### src/rtl/riscv_pkg.sv
// Shared RISC-V core package: fetch FSM states, NOP encoding, instruction
// lengths and a helper that classifies a 16-bit parcel as compressed or not.
package riscv_pkg;

    typedef enum logic [2:0] {
        IDLE  = 3'd0,
        REQ   = 3'd1,
        WAIT  = 3'd2,
        HOLD  = 3'd3,
        FLUSH = 3'd4
    } riscv_fetchctrl_state_e;

    localparam logic [31:0] RISCV_NOP = 32'h0000_0013;

    localparam int unsigned RISCV_ILEN_C = 2;
    localparam int unsigned RISCV_ILEN_I = 4;

    // Width of the length operand handed to the PC adder.
    localparam int unsigned RISCV_ILEN_W = 3;

    // A parcel is a full 32-bit instruction only when its two LSBs are 2'b11.
    function automatic logic riscv_is_rvc(input logic [1:0] lsb);
        return lsb != 2'b11;
    endfunction

endpackage

### src/rtl/riscv_pcadder.sv
// PC incrementer: sum = pc + len, wrapping modulo 2^width.
// Ports:
//   pc   in  width         current PC
//   len  in  RISCV_ILEN_W  instruction length in bytes (2 or 4)
//   sum  out width         next sequential PC
module riscv_pcadder
    import riscv_pkg::*;
#(
    parameter int unsigned width = 64
) (
    input  logic [width-1:0]        pc,
    input  logic [RISCV_ILEN_W-1:0] len,
    output logic [width-1:0]        sum
);

    assign sum = pc + width'(len);

endmodule

### src/rtl/riscv_fetchctrl.sv
// Fetch-stage sequencer. Owns the fetch PC, issues one outstanding imem
// request at a time, parks each returned parcel in a one-entry slot until
// decode consumes it, and steps the PC by 2 or 4 according to the RVC
// encoding. A redirect discards in-flight and buffered fetches.
// Ports:
//   i_riscv_fetchctrl_clk/rst       clock, async active-low reset
//   i_riscv_fetchctrl_stall         decode cannot accept the slot
//   i_riscv_fetchctrl_redirect/target  taken branch/jump and its address
//   o_riscv_fetchctrl_req/addr      imem request and halfword-aligned address
//   i_riscv_fetchctrl_gnt           imem accepts the request
//   i_riscv_fetchctrl_rvalid/rdata  imem response (not back-pressurable)
//   o_riscv_fetchctrl_valid/inst/pc slot contents presented to decode
module riscv_fetchctrl
    import riscv_pkg::*;
#(
    parameter int unsigned      width    = 64,
    parameter logic [width-1:0] RESET_PC = {width{1'b0}}
) (
    input  logic             i_riscv_fetchctrl_clk,
    input  logic             i_riscv_fetchctrl_rst,
    input  logic             i_riscv_fetchctrl_stall,
    input  logic             i_riscv_fetchctrl_redirect,
    input  logic [width-1:0] i_riscv_fetchctrl_target,
    output logic             o_riscv_fetchctrl_req,
    output logic [width-1:0] o_riscv_fetchctrl_addr,
    input  logic             i_riscv_fetchctrl_gnt,
    input  logic             i_riscv_fetchctrl_rvalid,
    input  logic [31:0]      i_riscv_fetchctrl_rdata,
    output logic             o_riscv_fetchctrl_valid,
    output logic [31:0]      o_riscv_fetchctrl_inst,
    output logic [width-1:0] o_riscv_fetchctrl_pc
);

    riscv_fetchctrl_state_e state_q, state_d;
    logic [width-1:0]       fetch_pc_q, fetch_pc_d;
    logic                   valid_q, valid_d;
    logic [31:0]            inst_q, inst_d;
    logic [width-1:0]       pc_q, pc_d;

    logic                    consume;
    logic [width-1:0]        target_aligned;
    logic [RISCV_ILEN_W-1:0] ilen;
    logic [width-1:0]        pc_inc;

    assign consume = valid_q && !i_riscv_fetchctrl_stall;

    // Branch targets are halfword aligned; bit 0 is simply masked off.
    assign target_aligned = i_riscv_fetchctrl_target & ~width'(1);

    // Length of the parcel arriving from imem this cycle.
    assign ilen = riscv_is_rvc(i_riscv_fetchctrl_rdata[1:0])
                ? RISCV_ILEN_W'(RISCV_ILEN_C)
                : RISCV_ILEN_W'(RISCV_ILEN_I);

    riscv_pcadder #(
        .width (width)
    ) u_pcadder (
        .pc  (fetch_pc_q),
        .len (ilen),
        .sum (pc_inc)
    );

    // Outputs straight from registers, except the request strobe.
    assign o_riscv_fetchctrl_addr  = fetch_pc_q;
    assign o_riscv_fetchctrl_valid = valid_q;
    assign o_riscv_fetchctrl_inst  = inst_q;
    assign o_riscv_fetchctrl_pc    = pc_q;

    // In HOLD the next fetch overlaps the consume, so only request when the
    // slot is actually draining and no redirect is about to move the PC.
    always_comb begin
        o_riscv_fetchctrl_req = 1'b0;
        if (state_q == REQ) begin
            o_riscv_fetchctrl_req = 1'b1;
        end else if (state_q == HOLD) begin
            o_riscv_fetchctrl_req = !i_riscv_fetchctrl_stall && !i_riscv_fetchctrl_redirect;
        end
    end

    // Next-state and slot update.
    always_comb begin
        state_d    = state_q;
        fetch_pc_d = fetch_pc_q;
        valid_d    = valid_q && !consume;
        inst_d     = inst_q;
        pc_d       = pc_q;

        if (i_riscv_fetchctrl_redirect) begin
            // Redirect wins everywhere; stall is irrelevant since the slot empties.
            fetch_pc_d = target_aligned;
            valid_d    = 1'b0;
            unique case (state_q)
                IDLE:    state_d = REQ;
                REQ:     state_d = i_riscv_fetchctrl_gnt ? FLUSH : REQ;
                WAIT:    state_d = i_riscv_fetchctrl_rvalid ? REQ : FLUSH;
                HOLD:    state_d = REQ;
                FLUSH:   state_d = FLUSH;
                default: state_d = REQ;
            endcase
        end else begin
            unique case (state_q)
                IDLE: state_d = REQ;
                REQ: begin
                    if (i_riscv_fetchctrl_gnt) begin
                        state_d = WAIT;
                    end
                end
                WAIT: begin
                    if (i_riscv_fetchctrl_rvalid) begin
                        valid_d    = 1'b1;
                        inst_d     = i_riscv_fetchctrl_rdata;
                        pc_d       = fetch_pc_q;
                        fetch_pc_d = pc_inc;
                        state_d    = HOLD;
                    end
                end
                HOLD: begin
                    if (consume) begin
                        state_d = i_riscv_fetchctrl_gnt ? WAIT : REQ;
                    end
                end
                // Stale response from before a redirect: swallow it.
                FLUSH: begin
                    if (i_riscv_fetchctrl_rvalid) begin
                        state_d = REQ;
                    end
                end
                default: state_d = IDLE;
            endcase
        end
    end

    // State and slot registers.
    always_ff @(posedge i_riscv_fetchctrl_clk or negedge i_riscv_fetchctrl_rst) begin
        if (!i_riscv_fetchctrl_rst) begin
            state_q    <= IDLE;
            fetch_pc_q <= RESET_PC;
            valid_q    <= 1'b0;
            inst_q     <= RISCV_NOP;
            pc_q       <= RESET_PC;
        end else begin
            state_q    <= state_d;
            fetch_pc_q <= fetch_pc_d;
            valid_q    <= valid_d;
            inst_q     <= inst_d;
            pc_q       <= pc_d;
        end
    end

endmodule

### config.mk
export PLATFORM = sky130hd
export DESIGN_NAME = riscv_fetchctrl
export DESIGN_NICKNAME = d
export VERILOG_FILES = /design/src/rtl/riscv_pkg.sv /design/src/rtl/riscv_pcadder.sv /design/src/rtl/riscv_fetchctrl.sv
export SDC_FILE = /design/constraint.sdc
export NUM_CORES = 1
export LEC_CHECK = 0
export CORE_MARGIN = 10
export CORE_UTILIZATION = 43
export CTS_CLUSTER_DIAMETER = 50
export DETAILED_ROUTE_END_ITERATION = 8
export PLACE_DENSITY = 0.79
export SLEW_MARGIN = 20
export SYNTH_ARGS = -nofsm -noshare
export SYNTH_HDL_FRONTEND = slang
export SYNTH_HIERARCHICAL = 1
export SYNTH_SLANG_ARGS = --single-unit
### constraint.sdc
create_clock -name i_riscv_fetchctrl_clk -period 2.7 [get_ports i_riscv_fetchctrl_clk]
set_input_delay 0.27 -clock i_riscv_fetchctrl_clk [delete_from_list [all_inputs] [get_ports i_riscv_fetchctrl_clk]]
set_output_delay 0.27 -clock i_riscv_fetchctrl_clk [all_outputs]
set_load 0.03 [all_outputs]
# --- Yosys cells after proc, flatten, opt, wreduce, memory -nomap -nowiden ---
# Index checks and enable logic that the tools add are counted.
word_totals:
  regBits: 164
  input_bits: 102
  output_inout_bits: 162
classes:
  addsub: 1
  eq_ne: 9
  muxes: 19
  n_bitwise: 1
  reduce_logical: 12
op_table:
  columns: ["op", "n"]
  rows:
  - ["2-to-1 mux 64 bit", 3]
  - ["adder 64 x 3 -> 64 bit", 1]
  - ["2-to-1 mux 3 bit", 8]
  - ["case mux 3 bit (5 select lines)", 1]
  - ["inequality test 3 bit (second input constant)", 4]
  - ["case mux 3 bit (3 select lines)", 1]
  - ["equality test 3 x 2 -> 1 bit (second input constant)", 2]
  - ["2-to-1 mux 1 bit", 5]
  - ["AND reduction 4 bit", 1]
  - ["nonzero test 2 bit", 2]
  - ["equality test 3 x 1 -> 1 bit (second input constant)", 1]
  - ["equality test 3 bit (second input constant)", 1]
  - ["logical AND 1 bit", 3]
  - ["zero test 1 bit", 3]
  - ["zero test 3 bit", 1]
  - ["AND reduction 3 bit", 1]
  - ["2-to-1 mux 2 bit", 1]
  - ["inequality test 2 bit (second input constant)", 1]
  - ["AND reduction 2 bit", 1]
  - ["NOT 1 bit", 1]

# --- Depth between registers and ports, before layout ---
logic_depth:
  ltp_word: 7
  ltp_mapped: 11

# --- Hierarchy ---
# Netlist, hierarchy kept.
modules_own_cells:
  columns: ["mod", "n_inst", "cells_each", "area_per_inst_um2", "seq_area_each_um2"]
  rows:
  - ["riscv_fetchctrl", 1, 450, 7005.5, 4107.7]
  - ["riscv_pcadder", 1, 213, 1522.7, 0.0]

# --- Worst setup path before layout ---
# OpenSTA, ideal clock, no wires.
synth_timing:
  kind: "flip-flop to flip-flop"
  from: "reg fetch_pc_q[2] (netlist: o_riscv_fetchctrl_addr[2])"
  to: "reg fetch_pc_q[23] (netlist: o_riscv_fetchctrl_addr[23])"
  setup_ns: 0.125
  t_arrival_ns: 2.590
  required_ns: 2.575
  slack_ns: -0.015
  stages_incl_launch_ff: 9
  synth_period_minus_slack_ns: 2.715
  cell_sequence: "dfrtp_1 -> ha_1 -> a21oi_1 -> and2_1 -> nor4_1 -> nand4_1 -> xnor2_1 -> mux2_2 -> mux2_2"
synth_via:
  elab_chain_len: 4
synth_rtl:
  columns: ["element", "line_no", "text"]
  rows:
  - ["start, declared", "riscv_fetchctrl.sv:35", "logic [width-1:0] fetch_pc_q, fetch_pc_d;"]
  - ["start signal, assigned", "riscv_fetchctrl.sv:143", "fetch_pc_q <= fetch_pc_d;"]
  - ["adder 64 x 3 -> 64 bit", "riscv_pcadder.sv:16", "assign sum = pc + width'(len);"]
  - ["net pc_inc[23]", "riscv_fetchctrl.sv:43", "logic [width-1:0] pc_inc;"]
  - ["2-to-1 mux 64 bit", "riscv_fetchctrl.sv:109", "if (i_riscv_fetchctrl_rvalid) begin"]
  - ["2-to-1 mux 64 bit", "riscv_fetchctrl.sv:101", "unique case (state_q)"]
  - ["2-to-1 mux 64 bit", "riscv_fetchctrl.sv:88", "if (i_riscv_fetchctrl_redirect) begin"]
# The timed path passes the listed nets, and every way through them passes these cells. The select of a mux whose other input is x is not followed.
# A chain may end at the register's enable or synchronous reset.

# --- Final worst setup path ---
layout_timing:
  from: "in i_riscv_fetchctrl_rdata[0]"
  to: "reg fetch_pc_q[58] (netlist: o_riscv_fetchctrl_addr[58])"
layout_via:
  elab_chain_len: 6
layout_rtl:
  columns: ["element", "line_no", "text"]
  rows:
  - ["start, declared", "riscv_fetchctrl.sv:28", "input logic [31:0] i_riscv_fetchctrl_rdata,"]
  - ["inequality test 2 bit", "riscv_pkg.sv:23", "return lsb != 2'b11;"]
  - ["2-to-1 mux 3 bit", "riscv_fetchctrl.sv:52", "? RISCV_ILEN_W'(RISCV_ILEN_C)"]
  - ["net ilen[1]", "riscv_fetchctrl.sv:42", "logic [RISCV_ILEN_W-1:0] ilen;"]
  - ["adder 64 x 3 -> 64 bit", "riscv_pcadder.sv:16", null]
  - ["net pc_inc[58]", "riscv_fetchctrl.sv:43", null]
  - ["2-to-1 mux 64 bit", "riscv_fetchctrl.sv:109", null]
  - ["2-to-1 mux 64 bit", "riscv_fetchctrl.sv:101", null]
  - ["2-to-1 mux 64 bit", "riscv_fetchctrl.sv:88", null]
# The timed path passes the listed nets, and every way through them passes these cells. The select of a mux whose other input is x is not followed.

==> key figures <==
Timing
  • Tcrit/Tclk final: 0.946
  • Slew Limit Fails: 0
  • Clk_skew: 8.12 ps
  • Max Freq: 391 MHz
  • Worst slew margin: 0.477
  • Slew @ Worst Pin: 784 ps
  • Final Critical Period: 2550 ps
  • Unrepaired setup endpoints after global routing: no
  • Endpoints failing setup: 0
  • WHS: 205 ps
  • Final hold violations: 0

Power
  • Leak: 5.23 nW
  • Power density cells: 976 nW/um^2
  • Internal cell power: 7.45 mW
  • Sw power: 4.64 mW
  • Pwr Total: 12.1 mW
  • Flop pwr share: 0.323
  • Worst vdd ir: 0.662 mV
  • Clk pwr share: 0.211
  • Switching part of the total power: 0.384
  • Comb pwr share: 0.465

Worst setup path
  • Setup CP Type: input pin to register
  • CP Data Required Time: 3010 ps
  • Worst path most repeated cell: buf_4
  • Max stage delay on crit path: 430 ps
  • Max FO, Critical Path: 7
  • CP cell instances: clkdlybuf4s50_1 > nand2_1 > inv_1 > ha_1 > a21o_1 > nor2b_1 > buf_4 > nand4_4 > nor4_1 > buf_4 > xor2_1 > a221o_1
  • Worst path arrival time: 2860 ps
  • Crit end category: register
  • Critical-path top delay cell: nor4_1
  • CP startpoint kind: input pin

Logic synthesis
  • Cells after synthesis: 663
  • Total of warnings raised by yosys: 6
  • Synth Flop Type: dfrtp_1
  • Synthesized flop and latch total: 164
  • Netlist cell types: 55
  • Mean Syn Cell Area: 12.9 sq um
  • Synth area leader: dfrtp_1
  • Fraction of registers with async set/reset: 1.00
  • Net count after synthesis: 769
  • Area contributors post-synth: dfrtp_1, mux2_2, mux2_4, xor2_1, a221o_1
  • Post-synth EDFFs: 0
  • Seq/Total Area, Yosys: 0.482
  • Post-Syn Area: 8530 sq um
  • Share of Yosys cell area claimed by the top area cell type: 0.472

Floorplanning
  • Initial core utilization: 0.438
  • Row count: 51
  • Core area: 19500 sq um
  • Die width: 161 microns
  • Ports: 264
  • Die area: 25900 sq um
  • Die height: 161 microns

GRT
  • Vias in the first global route: 7051
  • Global-route wire length before repair: 40700 microns
  • GR Util All Layers: 0.199
  • Largest net degree at the start of global routing: 83
  • Gr ovfl total: 0
  • Initial antenna violation count: 4

CTS
  • Skew-Pair Late Insertion Delay: 430 ps
  • Max H-tree Level: 4
  • Clock transition at path regs: 70 ps
  • CTS buffer count: 17
  • CTS root buffer: clkbuf_16
  • Clock Sinks: 164
  • Post-CTS setup buffer count: 0
  • CTS tree: done
  • Clock tree buffer depth: 2

Drt
  • Max layer used: met5
  • Drt wl/cell: 20.9 microns
  • First-iteration detailed-routing DRC count: 272
  • DRC viols: 0
  • DR vias: 6520
  • Routed wire length on met2: 12400 microns
  • Final WL: 26100 microns
  • Metal1 wirelength: 11100 microns
  • Vias/cell: 5.21
  • Met3 routed WL: 2310 microns
  • DR pass1 iterations: 4
  • Post-route ant nets: 0

Cells and area
  • Register area: 4110 sq um
  • Share of layout cells above drive strength 1: 0.296
  • Area occupied by multi-input gates: 4180 sq um
  • Commonest non-fill, non-tap cell in the layout: clkdlybuf4s50_1
  • Commonest non-fill, non-tap cells in the layout: clkdlybuf4s50_1, dfrtp_1, mux2_2
  • Area growth syn-to-layout: 45.3%
  • Final nets: 1079
  • Fill cells: 1512

Placed design
  • Detailed Place HPWL: 19400 microns
  • Port buffer count: 262
  • Placer Congestion: 0.830

Job
  • Max_cap viols: 0

Hold path
  • HP Class: input pin to register

Status
  • Status: complete, no violations
-- cells in the mapped netlist (3+ instances only) --
cell type and count:
nor3_1 10, nor2_1 26, nor3_2 5, nand2b_1 4
buf_6 4, ha_1 3, dfrtp_1 161, nor4_2 3
buf_12 4, nand3_2 5, mux2_4 30, or3_1 3
inv_1 5, nand3_1 18, nand4_1 15, buf_4 5
xnor2_1 26, clkbuf_1 10, nand2_1 29, mux2_1 4
xor2_1 36, dfstp_2 3, and3_1 6, and2_1 32
nor4_1 8, nand4_2 6, a221o_1 29, mux2_2 130
buf_2 7, and3_2 3
-- cell type report --
type                            count  area share
Antenna cell                        1    0.000202
Clock buffer                       19      0.0358
Clock inverter                     13      0.0141
Inverter                            5     0.00151
Multi-Input combinational cell    463       0.337
Sequential cell                   164       0.332
Tap cell                          265      0.0268
Timing Repair Buffer              322       0.253
-- routing by layer --
metal | global-route usage | vias up
met5 | 0 | -
met4 | 0.0492 | 4
met3 | 0.0821 | 26
met2 | 0.329 | 231
met1 | 0.235 | 3228
li1 | - | 3031
-- kinds of logic after synthesis --
group	share of synthesized area
simple gates	0.141
mux	0.230
flops	0.482
xor+xnor	0.0637
compound gates	0.0464
buf+inv	0.0307
fa+ha+maj	0.00675
other cells	0.000440
-- final timing paths --
| kind | from | endpoint | slack [ps] | cells after the start |
|---|---|---|---|---|
| max | i_riscv_fetchctrl_rdata[0] | o_riscv_fetchctrl_addr[58] | 150 | 12 |
| max in group asynchronous | i_riscv_fetchctrl_rst | o_riscv_fetchctrl_pc[35] | 1500 | 3 |
| min | i_riscv_fetchctrl_redirect | state_q[0] | 210 | 4 |
| min reg2reg | o_riscv_fetchctrl_pc[41] | o_riscv_fetchctrl_pc[41] | 500 | 1 |
| min in group asynchronous | i_riscv_fetchctrl_rst | o_riscv_fetchctrl_inst[19] | 440 | 2 |
| max reg2reg | o_riscv_fetchctrl_addr[2] | o_riscv_fetchctrl_addr[58] | 180 | 9 |
-- flip-flops by register name (all words and copies together) (netlist names) --
register	flops
o_riscv_fetchctrl_addr	64
o_riscv_fetchctrl_pc	64
o_riscv_fetchctrl_inst	32
state_q	3
o_riscv_fetchctrl_valid	1
-- through the flow --
stage | area [sq um] | instances | utilization | setup slack [ps] | setup TNS (ps)
finish | 12400 | 1252 | 0.637 | 146 | 0
global placement | 11800 | 1218 | 0.604 | -300 | -4280
global route | 12400 | 1252 | 0.637 | 6.90 | 0
floorplan | 8530 | 663 | - | 129 | 0
CTS | 12400 | 1251 | 0.636 | 124 | 0
detailed placement | 11800 | 1218 | 0.604 | -305 | -5530
-- critical path, delay by kind of cell --
kind / cells / cell delay (ps)
AO/OA/AOI/OAI: 2 / 450
AND/OR/NAND/NOR: 4 / 910
XOR/XNOR: 1 / 50
buffers and inverters: 4 / 850
adder cells (fa/ha/maj): 1 / 310
-- timing repair --
item	4_1_cts	5_1_grt
resized for setup	0	1
endpoints found under the hold margin	74	0
setup endpoints to repair	0	6
hold buffers	1	0
-- power groups by stage --
| stage | clock, mW | sequential (mW) | combinational [mW] |
|---|---|---|---|
| after CTS | 2.62 | 3.92 | 5.69 |
| after detailed placement | 0 | 3.96 | 5.66 |
| final | 2.56 | 3.91 | 5.63 |
| after global placement | 0 | 3.90 | 5.59 |
| after global routing | 2.70 | 4.04 | 5.94 |
| after floorplan | 0 | 5.51 | 1.53 |
Power figures use the tool's default switching activity.
